===== config.mk =====
export PLATFORM = sky130hd
export DESIGN_NAME = pipe_stage_reg
export DESIGN_NICKNAME = d
export VERILOG_FILES = /design/src/rtl/pipe_pkg.sv /design/src/rtl/pipe_slot.sv /design/src/rtl/pipe_stage_reg.sv
export SDC_FILE = /design/constraint.sdc
export NUM_CORES = 1
export LEC_CHECK = 0
export CORE_ASPECT_RATIO = 0.8
export CORE_MARGIN = 1
export CORE_UTILIZATION = 43
export DETAILED_ROUTE_END_ITERATION = 12
export GPL_TIMING_DRIVEN = 0
export PLACE_DENSITY = 0.8
export REMOVE_ABC_BUFFERS = 1
export SYNTH_ARGS = -nofsm -noshare
export SYNTH_HDL_FRONTEND = slang
export SYNTH_HIERARCHICAL = 1
export SYNTH_SLANG_ARGS = --single-unit

===== constraint.sdc =====
create_clock -name clk -period 3.5 [get_ports clk]
set_input_delay 0.7 -clock clk [delete_from_list [all_inputs] [get_ports clk]]
set_output_delay 0.7 -clock clk [all_outputs]
set_load 0.01 [all_outputs]

===== src/rtl/pipe_pkg.sv =====
// ============================================================================
// Module      : pipe_pkg
// Description : Shared types and constants for the pipeline stage register.
// Revision    : 1.0 - initial release
// ============================================================================
`default_nettype none

package pipe_pkg;

  typedef enum logic [1:0] {
    EMPTY = 2'd0,
    ONE   = 2'd1,
    TWO   = 2'd2
  } pipe_state_e;

  localparam logic [7:0] BUBBLE_MAX = 8'hFF;

endpackage

`default_nettype wire


===== src/rtl/pipe_slot.sv =====
// ============================================================================
// Module      : pipe_slot
// Description : One valid+ctrl+data storage slot; ctrl masked while empty.
// Revision    : 1.0 - initial release
// ============================================================================
`default_nettype none

module pipe_slot #(
  parameter int                DATA_W   = 16,
  parameter int                CTRL_W   = 8,
  parameter logic [CTRL_W-1:0] CTRL_RST = '0
) (
  input  logic              clk,
  input  logic              rst,
  input  logic              i_load,
  input  logic              i_kill,
  input  logic [CTRL_W-1:0] i_ctrl,
  input  logic [DATA_W-1:0] i_data,
  output logic              o_valid,
  output logic [CTRL_W-1:0] o_ctrl,
  output logic [DATA_W-1:0] o_data
);

  logic              r_valid;
  logic [CTRL_W-1:0] r_ctrl;
  logic [DATA_W-1:0] r_data;

  // Kill wins over load so a flushed cycle never captures a payload.
  always_ff @(posedge clk or negedge rst) begin
    if (!rst) begin
      r_valid <= 1'b0;
      r_ctrl  <= CTRL_RST;
      r_data  <= '0;
    end else begin
      if (i_kill) begin
        r_valid <= 1'b0;
      end else if (i_load) begin
        r_valid <= 1'b1;
        r_ctrl  <= i_ctrl;
        r_data  <= i_data;
      end
    end
  end

  assign o_valid = r_valid;
  assign o_ctrl  = r_valid ? r_ctrl : CTRL_RST;
  assign o_data  = r_data;

endmodule

`default_nettype wire


===== src/rtl/pipe_stage_reg.sv =====
// ============================================================================
// Module      : pipe_stage_reg
// Description : Inter-stage register with valid/ready, optional skid, flush.
// Revision    : 1.0 - initial release
// ============================================================================
`default_nettype none

module pipe_stage_reg
  import pipe_pkg::*;
#(
  parameter int                DATA_W   = 16,
  parameter int                CTRL_W   = 8,
  parameter int                SKID     = 1,
  parameter logic [CTRL_W-1:0] CTRL_RST = '0
) (
  input  logic              clk,
  input  logic              rst,
  input  logic              flush,
  input  logic              in_valid,
  output logic              in_ready,
  input  logic [CTRL_W-1:0] in_ctrl,
  input  logic [DATA_W-1:0] in_data,
  output logic              out_valid,
  input  logic              out_ready,
  output logic [CTRL_W-1:0] out_ctrl,
  output logic [DATA_W-1:0] out_data,
  output logic [1:0]        occupancy,
  output logic [7:0]        bubble_cnt
);

  logic              w_in_fire;
  logic              w_out_fire;
  logic              w_main_load;
  logic              w_main_kill;
  logic              w_main_valid;
  logic [CTRL_W-1:0] w_main_ctrl_d;
  logic [DATA_W-1:0] w_main_data_d;
  logic [7:0]        r_bubble_cnt;

  assign w_in_fire  = in_valid & in_ready;
  assign w_out_fire = out_valid & out_ready;

  pipe_slot #(
    .DATA_W   (DATA_W),
    .CTRL_W   (CTRL_W),
    .CTRL_RST (CTRL_RST)
  ) u_main (
    .clk     (clk),
    .rst     (rst),
    .i_load  (w_main_load),
    .i_kill  (w_main_kill),
    .i_ctrl  (w_main_ctrl_d),
    .i_data  (w_main_data_d),
    .o_valid (w_main_valid),
    .o_ctrl  (out_ctrl),
    .o_data  (out_data)
  );

  assign out_valid = w_main_valid;

  generate
    if (SKID != 0) begin : g_skid
      pipe_state_e       r_state;
      logic              w_skid_load;
      logic              w_skid_kill;
      logic              w_skid_valid;
      logic [CTRL_W-1:0] w_skid_ctrl;
      logic [DATA_W-1:0] w_skid_data;

      pipe_slot #(
        .DATA_W   (DATA_W),
        .CTRL_W   (CTRL_W),
        .CTRL_RST (CTRL_RST)
      ) u_skid (
        .clk     (clk),
        .rst     (rst),
        .i_load  (w_skid_load),
        .i_kill  (w_skid_kill),
        .i_ctrl  (in_ctrl),
        .i_data  (in_data),
        .o_valid (w_skid_valid),
        .o_ctrl  (w_skid_ctrl),
        .o_data  (w_skid_data)
      );

      // Pure state decode keeps out_ready out of the upstream ready path.
      assign in_ready  = (r_state != TWO);
      assign occupancy = {w_main_valid & w_skid_valid, w_main_valid ^ w_skid_valid};

      always_comb begin
        w_main_load   = 1'b0;
        w_main_kill   = 1'b0;
        w_skid_load   = 1'b0;
        w_skid_kill   = 1'b0;
        w_main_ctrl_d = in_ctrl;
        w_main_data_d = in_data;
        if (flush) begin
          w_main_kill = 1'b1;
          w_skid_kill = 1'b1;
        end else begin
          case (r_state)
            EMPTY: w_main_load = w_in_fire;
            ONE: begin
              if (w_in_fire && w_out_fire) w_main_load = 1'b1;
              else if (w_in_fire)          w_skid_load = 1'b1;
              else if (w_out_fire)         w_main_kill = 1'b1;
            end
            TWO: begin
              if (w_out_fire) begin
                w_main_load   = 1'b1;
                w_skid_kill   = 1'b1;
                w_main_ctrl_d = w_skid_ctrl;
                w_main_data_d = w_skid_data;
              end
            end
            default: ;
          endcase
        end
      end

      always_ff @(posedge clk or negedge rst) begin
        if (!rst) begin
          r_state <= EMPTY;
        end else if (flush) begin
          r_state <= EMPTY;
        end else begin
          case (r_state)
            EMPTY: if (w_in_fire) r_state <= ONE;
            ONE: begin
              if (w_in_fire && !w_out_fire)      r_state <= TWO;
              else if (!w_in_fire && w_out_fire) r_state <= EMPTY;
            end
            TWO:     if (w_out_fire) r_state <= ONE;
            default: r_state <= EMPTY;
          endcase
        end
      end
    end else begin : g_single
      assign in_ready      = !w_main_valid | out_ready;
      assign occupancy     = {1'b0, w_main_valid};
      assign w_main_ctrl_d = in_ctrl;
      assign w_main_data_d = in_data;
      assign w_main_load   = w_in_fire & !flush;
      assign w_main_kill   = flush | (w_out_fire & !w_in_fire);
    end
  endgenerate

  always_ff @(posedge clk or negedge rst) begin
    if (!rst) begin
      r_bubble_cnt <= '0;
    end else if (!out_valid && out_ready && (r_bubble_cnt != BUBBLE_MAX)) begin
      r_bubble_cnt <= r_bubble_cnt + 8'd1;
    end
  end

  assign bubble_cnt = r_bubble_cnt;

endmodule

`default_nettype wire


==> run summary, run 1 <==
The peak per-stage delay on the critical path is 0.86 ns, and the number of instances in the synthesized netlist is 213. The area share of the leading cell type in the synthesized netlist was 49.0%. The most frequently used flop master after synthesis is dfrtp_1. The total power divided by cell area was 615 mW/mm^2; the iteration count of the initial detailed-routing pass was 4. The total area inside the core boundary comes to 0.00689 mm^2. Cells fill 56.6% of the core in the end.

From bottom edge to top edge, the die measures 77.5 um. The share of the clock period used by the worst path came out at 84.5%. The die covers 0.00747 mm^2. In the final routed layout, each cell accounts on average for 16.3 um. Clock latency on the worst-skew pair, taken at its later pin, is 0.34 ns. IR analysis of the VDD net gives a maximum drop of 422 uV. The quantity of gates resized following cts is 0, and the width of the die is 96.4 um. Ranked by total cell area, the synthesized netlist is headed by dfrtp_1 (49%), mux2_4 (20%), mux2_2 (12%).

Arrival time at the worst endpoint: 3.18 ns. Across every metal layer, demand over resource in global routing totals 17.5%. The number of hold violations in the final report was 0. On the critical path, the stage with the largest delay is an instance of nor2b_4. During I/O placement, the number of pins put on the boundary was 65. The tree is rooted in a clkbuf_8. Walking the worst path, the cells encountered are clkdlybuf4s50_1, nor2b_1, nand2_1, nor3b_1, nor2b_4, mux2_2. Sequential elements use 49.0% of the synthesized area.

The finished cells cover 0.00390 mm^2. The critical path starts at in_valid. Gate family responsible for the most delay along the worst path: simple AND/OR/NAND/NOR gates.

The initialized floorplan defines 27 standard-cell rows. Buffers inserted to repair hold after CTS numbered 0. The total routed wirelength came out at 6070 um.

The tool flagged a number of max-cap violations equal to 0. The run gives 0 as the post-CTS setup repair buffer count. STA classifies the critical path startpoint as an input pin.

By count the netlist is led by dfrtp_1 (60), mux2_4 (40), mux2_2 (33). The flow ran to the end, and the final reports show no timing, DRC or antenna violations. In this run the tool buffered the top-level ports with 64 buffer cells.

Setup repair after global routing left no endpoint under its margin. TritonCTS built the clock tree. The synthesized design contains 0 enable-type register cells.

Clock tree synthesis inserted a total of 9 buffers. Once the floorplan was initialized, standard cells occupied 44.5% of the core. The path type of the worst min-delay path was input pin to asynchronous set/reset pin.

The initial antenna violation count came out at 0. The clock edge transition at the registers on the reported setup and hold paths came out at 0.07 ns. The clock drives 60 sinks. The run gives 1922 as the number of global-route vias before repair. Of the cells placed in the final design, the portion with a size suffix greater than 1 is 33.6%.

The tools report the post-synthesis cell type count as 31. The slew at the pin with the worst max-slew slack works out to 1.25 ns. The average cell area after synthesis works out to 14.4 um^2. Number of H-tree levels: 3. The wire length of the first global-routing pass was 9750 um; the total placed instance area was 0.00370 mm^2.

In this run the worst path has a maximum fanout of 24. The detailed-route via count is 1895. Data on the critical path is required at its endpoint by 3.72 ns. For the total count of max-transition violations in the final report, the log shows 0. In this run, synthesis produced a sequential element count of 60. STA classifies the critical path endpoint as a flop. The count of cells in the finished layout, fillers not included, comes to 373.

Entering global routing, the biggest net connects 33 pins. Static timing analysis puts the maximum clock frequency at 338 MHz. In this run the remaining antenna-violating nets after routing total 0. The number of vias per cell is 5.08. Routability-driven placement finished with a final weighted congestion of 0.786. The worst pin sits at a relative slew slack of 16.7%.

Summing every instance area after synthesis gives 0.00306 mm^2. The analysis attributes to cell leakage a power of 1.69 nW. Overall power consumption after layout is estimated at 2.40 mW. For the clock skew after layout, the log shows 0.00644 ns.

Yosys synthesis warning count: 6. The tools report the number of nets in the layout as 312. Setup violations remaining at the end of the flow were counted as 0. The number of DRC violations after detailed routing is 0.

The number of inserted diodes came out at 0. The worst path needs 2.96 ns of the cycle, external delays included. HPWL reported at the end of detailed placement: 3920 um. Largest area contributor in the synthesized netlist: dfrtp_1. Once placement completed, the tool counted placed cells totaling 357.

In the post-synthesis netlist, the cell with the most instances is dfrtp_1. The start-to-end type of the worst setup path was input pin to flop. Counting along the longest clock path gives a buffer depth of 2. The number of buffers and inverters on the critical path is 1. In the synthesized netlist the async set-or-reset flop fraction comes to 100%. Relative area change from synthesis to final layout: 27.4%.

In this run the critical register-to-register path is launched from u_main/o_valid$_DFFE_PN0P_. The logs give 71 for the DRC marker count from the first detailed-route iteration and 0 for the total global routing overflow.
==> stage by stage <==
step | setup TNS, ns | hold slack [ns] | setup WS [ns]
after floorplan | 0 | 0.404 | 1.13
after global placement | -13.58 | 0.482 | -0.230
after detailed placement | 0 | 0.488 | 0.236
after CTS | 0 | 0.397 | 0.567
after global routing | 0 | 0.424 | 0.380
final | 0 | 0.391 | 0.544
==> area by class of cell <==
type | count | area (um^2)
clock buffers | 9 | 124
clock inverters | 7 | 76.3
fillers | 591 | 2990
inverters | 4 | 15.0
multi-input cells | 141 | 1420
flip-flops and latches | 60 | 1500
well taps | 87 | 109
repair buffers | 65 | 656
==> worst paths after layout <==
| kind | to | slack [ns] | depth (start not counted) |
|---|---|---|---|
| hold / removal | u_main/o_data[14]$_DFFE_PN0P_ | 0.39 | 1 |
| setup reg to reg | u_main/r_ctrl[5]$_DFFE_PN0P_ | 0.76 | 5 |
| min in group clk | u_main/r_ctrl[5]$_DFFE_PN0P_ | 0.50 | 1 |
| hold reg to reg | u_main/r_ctrl[5]$_DFFE_PN0P_ | 0.50 | 1 |
| max in group asynchronous | u_main/r_ctrl[0]$_DFFE_PN0P_ | 2.50 | 2 |
| setup / recovery | g_skid.u_skid/r_ctrl[4]$_DFFE_PN0P_ | 0.54 | 6 |
==> placed cells by master (no fill, tap or decap), drive strengths merged, types with 3 or more instances in the layout <==
master	instances
nor2b	4
nand2b	3
clkbuf	9
and2	16
nor3	3
clkinv	3
nor2	6
dfrtp	60
mux2	73
a21oi	8
clkdlybuf4s50	63
and3	3
nand2	6
inv	5
==> kinds of logic after synthesis <==
kind of cell / Yosys count / share of synthesized area [%]
multiplexers: 74 / 32.1
flip-flops: 60 / 49.0
AND/OR/NAND/NOR: 50 / 10.4
AO/OA/AOI/OAI: 12 / 2.33
buffers and inverters: 12 / 4.57
XOR/XNOR: 3 / 0.858
adder cells (fa/ha/maj): 2 / 0.817
==> layer usage <==
layer / global-route usage (%) / vias up / wire (um)
met5: 0 / - / 0
met4: 5.59 / 0 / 62
met3: 7.06 / 10 / 496
met2: 24.8 / 66 / 2600
met1: 24.5 / 935 / 2910
li1: - / 884 / -
==> registers in the layout, indices dropped and copies added, names as in the netlist <==
register               cells
bubble_cnt                 8
g_skid.r_state             2
g_skid.u_skid/o_data      16
g_skid.u_skid/o_valid      1
g_skid.u_skid/r_ctrl       8
u_main/o_data             16
u_main/o_valid             1
u_main/r_ctrl              8
==> report_power, final <==
group | switching [mW] | internal (mW) | leakage [nW]
Combinational | 0.239 | 0.481 | 0.870
Clock | 0.292 | 0.332 | 0.0958
Sequential | 0.152 | 0.907 | 0.725
No activity file was read; power rests on OpenSTA's default activity.
==> run 2: changes to the inputs <==
==> constraint.sdc (replaced) <==
create_clock -name clk -period 3 [get_ports clk]
set_input_delay 0.6 -clock clk [delete_from_list [all_inputs] [get_ports clk]]
set_output_delay 0.6 -clock clk [all_outputs]
set_load 0.01 [all_outputs]
==> run summary, run 2 (synthesis gave the netlist of run 1 again) <==
For the total placed instance area, the log shows 0.00370 mm^2 (unchanged). Clock buffer count from CTS: 9 (unchanged). The global routing stage identified its most utilized layer as met2. The register area was 0.00150 mm^2 (unchanged); the total routed wirelength was 6060 um (-0.13%). The standard cell core area was 0.00689 mm^2 (unchanged). The tools report the number of DRC violations after detailed routing as 0 (unchanged). The number of sinks driven by the clock tree was 60 (unchanged). The HPWL reported at the end of detailed placement was 3920 um (unchanged). The run gives 0.00635 ns (-0.0000970 ns) as the clock skew after layout. The clock latency reported for the late side of the worst-skew pair is 0.34 ns (about the same), and the number of nets in the layout is 312 (unchanged). The required time reported for the critical path endpoint is 3.23 ns (-0.49 ns). The run gives 0 (unchanged) as the remaining number of nets flagged by the antenna check after routing. The top cell types in the final layout, fill and taps aside, are clkdlybuf4s50_1 (63), dfrtp_1 (60), mux2_4 (40), mux2_2 (33), and2_1 (16).

The path type of the worst min-delay path was input pin to asynchronous set/reset pin. The iteration count of the initial detailed-routing pass is 4 (unchanged). The slew at the pin with the worst max-slew slack is 1.25 ns (+0.0000571 ns), and the number of violations of the max-capacitance limit is 0 (unchanged). For the finished layout, the period the worst path requires is 2.75 ns. The number of standard-cell rows in the floorplan was 27 (unchanged); the largest driver fanout on the critical path was 24 (unchanged).

The number of vias per cell was 5.04 (-0.79%). The tools report the maximum vdd ir drop as 492 uV (+17%). Layout cell share with drive strength beyond 1: 33.9% (+0.35 points). The run gives 590 (-0.17%) as the number of fill cells.

The tools report the element type at the critical path start as an input pin. The DRC marker count from the first detailed-route iteration is 61 (-14%). Most frequent standard cell in the layout excluding fill and tap cells: clkdlybuf4s50_1. The global-route met3 utilization came out at 7.06% (unchanged). Effective utilization at floorplan: 44.5% (unchanged). The routed wire length per instance is 16.3 um (-0.13%), and the weighted congestion at the end of routability-driven global placement is 0.786 (unchanged).

The maximum clock insertion buffer count was 2 (unchanged); the remaining max-slew budget at the tightest pin was 16.7% (about the same). Compared with the post-synthesis result, the final layout area differs by 27.6%. The flow ran to the end, and the final reports show no timing, DRC or antenna violations. The minimum hold slack is 0.291 ns (-0.100 ns). The tools report the number of global-route vias before repair as 1922 (unchanged).

The clock edge transition at the registers on the reported setup and hold paths came out at 0.07 ns (about the same). The area used by multi-input combinational logic was 0.00143 mm^2 (+0.35%). CTS placed an instance of clkbuf_8 at the clock tree root. The number of top-level design ports was 65 (unchanged); the width of the die was 96.4 um (unchanged). The tools report the final number of setup-violating endpoints as 0 (unchanged).

The post-route standard cell area excluding fillers was 0.00391 mm^2 (+0.13%); the y dimension of the die was 77.5 um (unchanged). The floorplan die area is 0.00747 mm^2 (unchanged), and the share of the clock period used by the worst path is 91.8%. The run gives 0 (unchanged) as the initial antenna violation count.

The number of port buffers is 64 (unchanged), and the leakage component of the power is 1.69 nW (+0.13%). The maximum achievable frequency came out at 363 MHz. The arrival time at the worst endpoint is 2.98 ns (-0.20 ns), and the all-layer global routing usage is 17.5% (unchanged). Detailed-route via count: 1880 (-0.79%). For the wire length of the first global-routing pass, the log shows 9750 um (unchanged). Setup repair after global routing left no endpoint under its margin. The post-CTS setup repair buffer count is 0 (unchanged), and the total global routing overflow is 0 (unchanged). The worst setup path is captured at a flop. The tools report the total count of max-transition violations in the final report as 0 (unchanged). The number of H-tree levels was 3 (unchanged).

The total power divided by cell area is 717 mW/mm^2 (+17%). TritonCTS built the clock tree. The maximum number of pins on one net before global-route repair was 33 (unchanged).

The most critical setup path has its startpoint at out_ready. The tools report the global routing usage on met2 as 24.8% (unchanged). The tools report the number of inserted diodes as 0 (unchanged).

The final worst slack was 0.246 ns (-0.298 ns). The number of hold violations in the final report is 0 (unchanged). The start-to-end type of the worst setup path was input pin to flop. The startpoint identified for the worst register-to-register timing path is u_main/o_valid$_DFFE_PN0P_. The tools report the placement-stage worst setup slack as -0.164 ns (-0.400 ns). The routing usage on met1 is 24.5% (unchanged).
-- run 2: final timing paths --
| kind | depth (start not counted) | slack (ns) | endpoint |
|---|---|---|---|
| min in group clk | 1 | 0.50 | u_main/r_ctrl[5]$_DFFE_PN0P_ |
| worst min register to register | 1 | 0.50 | u_main/r_ctrl[5]$_DFFE_PN0P_ |
| worst min-delay path | 1 | 0.29 | u_main/o_data[14]$_DFFE_PN0P_ |
| worst max-delay path | 6 | 0.25 | u_main/r_ctrl[5]$_DFFE_PN0P_ |
| max in group asynchronous | 2 | 2.10 | u_main/r_ctrl[0]$_DFFE_PN0P_ |
| worst max register to register | 5 | 0.26 | u_main/r_ctrl[5]$_DFFE_PN0P_ |
-- run 2: layer usage --
metal  routed length [um]  part of all wire (%)
met1                 2920                    48
met4                   62                   1.0
met5                    0                     0
met3                  477                   7.9
met2                 2610                    43
-- run 2: power breakdown --
group | switching [mW] | total [mW] | internal [mW]
combinational | 0.278 | 0.840 | 0.561
clock | 0.341 | 0.727 | 0.387
sequential | 0.177 | 1.24 | 1.06
-- run 2: stage by stage --
step	util (%)	total power [mW]	instances	setup TNS (ns)
after floorplan	-	1.69	205	0
after global placement	53.5	2.05	356	-40.30
after detailed placement	53.7	2.09	357	-4.97
after CTS	56.6	2.84	373	0
after global routing	56.7	2.97	373	0
final	56.7	2.80	373	0
-- run 2: critical path, stage by stage --
cell             delay [ns]
clkdlybuf4s50_1        0.49
nand2_1                0.17
o21bai_1               0.26
a21oi_1                0.19
nor2b_4                0.84
mux2_2                 0.41
-- run 2: layout make-up --
class / instances / share of cell area, %
multi-input combinational: 141 / 36.5
clock inverter: 7 / 1.95
sequential: 60 / 38.4
inverter: 4 / 0.384
clock buffer: 9 / 3.17
timing repair buffer: 65 / 16.8
tap: 87 / 2.78
-- run 2: timing repair --
action,in CTS,in global routing
hold buffers,0,0
endpoints found under the setup margin,0,4
gates resized for setup,0,1
endpoints found under the hold margin,0,0
==> run 3: changes to the inputs <==
--- a/config.mk
+++ b/config.mk
@@ -12,6 +12,7 @@
 export GPL_TIMING_DRIVEN = 0
 export PLACE_DENSITY = 0.8
 export REMOVE_ABC_BUFFERS = 1
+export SLEW_MARGIN = 20
 export SYNTH_ARGS = -nofsm -noshare
 export SYNTH_HDL_FRONTEND = slang
 export SYNTH_HIERARCHICAL = 1
==> run summary, run 3 (synthesis gave the netlist of run 1 again) <==
For the clock latency reported for the late side of the worst-skew pair, the log shows 0.33 ns (about the same). The non-filler instance count after layout was 374 (+0.27%). For the remaining number of nets flagged by the antenna check after routing, the log shows 0 (unchanged). The largest driver fanout on the critical path is 24 (unchanged), and the detailed-route via count is 1890 (+0.53%). Setup repair after global routing left no endpoint under its margin. The logs give 0 (unchanged) for the number of violations of the max-capacitance limit and 17.7% (+0.20 points) for the all-layer global routing usage. The number of nets in the layout was 313 (+0.32%). The layout cell share with drive strength beyond 1 was 33.8% (-0.12 points); the effective utilization at floorplan was 44.5% (unchanged).

The number of DRC violations after detailed routing was 0 (unchanged); the maximum number of pins on one net before global-route repair was 33 (unchanged). The minimum hold slack was 0.189 ns (-0.102 ns). In this design, the largest share of critical-path delay is due to simple AND/OR/NAND/NOR gates.

The clock edge transition at the registers on the reported setup and hold paths came out at 0.07 ns (about the same). The library cells used most frequently in the layout, excluding fill and tap cells, are clkdlybuf4s50_1 (63), dfrtp_1 (59), mux2_4 (40), mux2_2 (33), and2_1 (16). The leakage component of the power is 1.70 nW (+0.65%), and the slew at the pin with the worst max-slew slack is 1.02 ns (-0.226 ns). The tools report the kind of capture point of the worst setup path as a flop. The area growth from synthesis to layout is 28.1%. The number of hold violations in the final report came out at 0 (unchanged). The required time reported for the critical path endpoint came out at 3.21 ns (-0.02 ns).

The number of H-tree levels was 3 (unchanged); the total global routing overflow was 0 (unchanged). Clock buffer count from CTS: 9 (unchanged). The logs give 609 (+3.2%) for the number of fill cells and 0 (unchanged) for the initial antenna violation count. The final core utilization is 57.0% (+0.24 points). The global routing's busiest layer was met2.

The tools report the number of sinks driven by the clock tree as 60 (unchanged). The wire length of the first global-routing pass is 9780 um (+0.29%), and the total power divided by cell area is 717 mW/mm^2 (about the same). The arrival time at the worst endpoint was 3.04 ns (+0.06 ns); the maximum achievable frequency was 354 MHz (-2.6%). The HPWL reported at the end of detailed placement was 4020 um (+2.7%); the register area was 0.00150 mm^2 (about the same).

The logs give 0.00393 mm^2 (+0.42%) for the post-route standard cell area excluding fillers and 0.786 (unchanged) for the weighted congestion at the end of routability-driven global placement. The width of the die is 96.4 um (unchanged). The library cell used most frequently in the layout, excluding fill and tap cells, is clkdlybuf4s50_1. The routed wire length per instance came out at 16.3 um (+0.13%). For the number of cells in the design after placement, the log shows 358 (+0.28%). Traced cell by cell, the critical path runs through clkdlybuf4s50_1, nor2b_1, nand2_1, nor3b_1, nor2b_4, mux2_2. The number of vias per cell is 5.05 (+0.26%). The tools report the clock skew after layout as 0.00712 ns (+0.000772 ns). The time the final worst path needs with I/O delays and setup works out to 2.83 ns (+0.0726 ns).

Total count of max-transition violations in the final report: 0 (unchanged). The logs give 1895 (-1.4%) for the number of global-route vias before repair and 0 ns (unchanged) for the sum of negative setup slack. The placement-stage worst setup slack is -0.180 ns (-0.0154 ns).

TritonCTS built the clock tree. The largest individual stage delay along the critical path comes from the cell nor2b_4. The global-route met3 utilization came out at 8.43% (+1.4 points). For the maximum vdd ir drop, the log shows 456 uV (-7.3%). The iteration count of the initial detailed-routing pass came out at 4 (unchanged).

The power after layout is 2.81 mW (+0.37%). The number of inserted diodes came out at 0 (unchanged). The worst setup path is launched from an input pin.

The y dimension of the die is 77.5 um (unchanged), and the total placed instance area is 0.00372 mm^2 (+0.47%). The run gives 27 (unchanged) as the number of standard-cell rows in the floorplan. The setup path with the least slack is of type input pin to flop. For the floorplan die area, the log shows 0.00747 mm^2 (unchanged). The tree is rooted in a clkbuf_8. The number of top-level design ports came out at 65 (unchanged).

The remaining max-slew budget at the tightest pin was 31.9% (+15 points); the share of the clock period used by the worst path was 94.2% (+2.4 points). The final number of setup-violating endpoints was 0 (unchanged). The run finished with clean final reports. The routing usage on met1 came out at 24.3% (-0.17 points). The total routed wirelength was 6090 um (+0.40%); the peak per-stage delay on the critical path was 0.86 ns (+0.02 ns). For the area used by multi-input combinational logic, the log shows 0.00142 mm^2 (-0.35%). The logs give 41 (-33%) for the DRC marker count from the first detailed-route iteration and 0.00689 mm^2 (unchanged) for the standard cell core area. The final worst slack came out at 0.173 ns (-0.0726 ns). The number of port buffers is 64 (unchanged). The post-cts hold buffer count came out at 0 (unchanged).

The path class of the tightest hold or removal check is input pin to asynchronous set/reset pin. The global routing usage on met2 was 25.6% (+0.85 points). Maximum clock insertion buffer count: 2 (unchanged). The number of buffers and inverters on the critical path works out to 1 (unchanged).
==> run 3: final timing paths <==
check | to | from | depth (start not counted) | slack, ns
min in group clk | u_main/r_ctrl[5]$_DFFE_PN0P_ | u_main/r_ctrl[5]$_DFFE_PN0P_ | 1 | 0.50
worst max register to register | u_main/r_ctrl[4]$_DFFE_PN0P_ | u_main/o_valid$_DFFE_PN0P_ | 5 | 0.40
max in group asynchronous | u_main/o_valid$_DFFE_PN0P_ | rst | 2 | 2.30
worst min-delay path | u_main/o_data[14]$_DFFE_PN0P_ | rst | 1 | 0.19
worst max-delay path | g_skid.u_skid/r_ctrl[4]$_DFFE_PN0P_ | in_valid | 6 | 0.17
worst min register to register | u_main/r_ctrl[5]$_DFFE_PN0P_ | u_main/r_ctrl[5]$_DFFE_PN0P_ | 1 | 0.50
==> run 3: layout make-up <==
class                      count  area share [%]
sequential                    60            38.3
multi-input combinational    141            36.2
timing repair buffer          66            17.2
clock buffer                  12            3.95
tap                           87            2.77
clock inverter                 4            1.21
inverter                       4           0.383
==> run 3: routing by layer <==
metal | wire length [um] | up-vias
met5 | 0 | -
met4 | 40 | 0
met3 | 476 | 5
met2 | 2580 | 57
met1 | 2990 | 936
li1 | - | 892
==> run 3: what timing repair did <==
action | 4_1_cts | 5_1_grt
setup endpoints to repair | 0 | 4
resized for setup | 0 | 1
hold endpoints to repair | 0 | 0
setup buffers | 0 | 0
==> run 3: report_power, final <==
part	internal [mW]	switching (mW)	total [mW]
sequential	1.06	0.175	1.23
clock	0.426	0.312	0.738
combinational	0.562	0.279	0.841
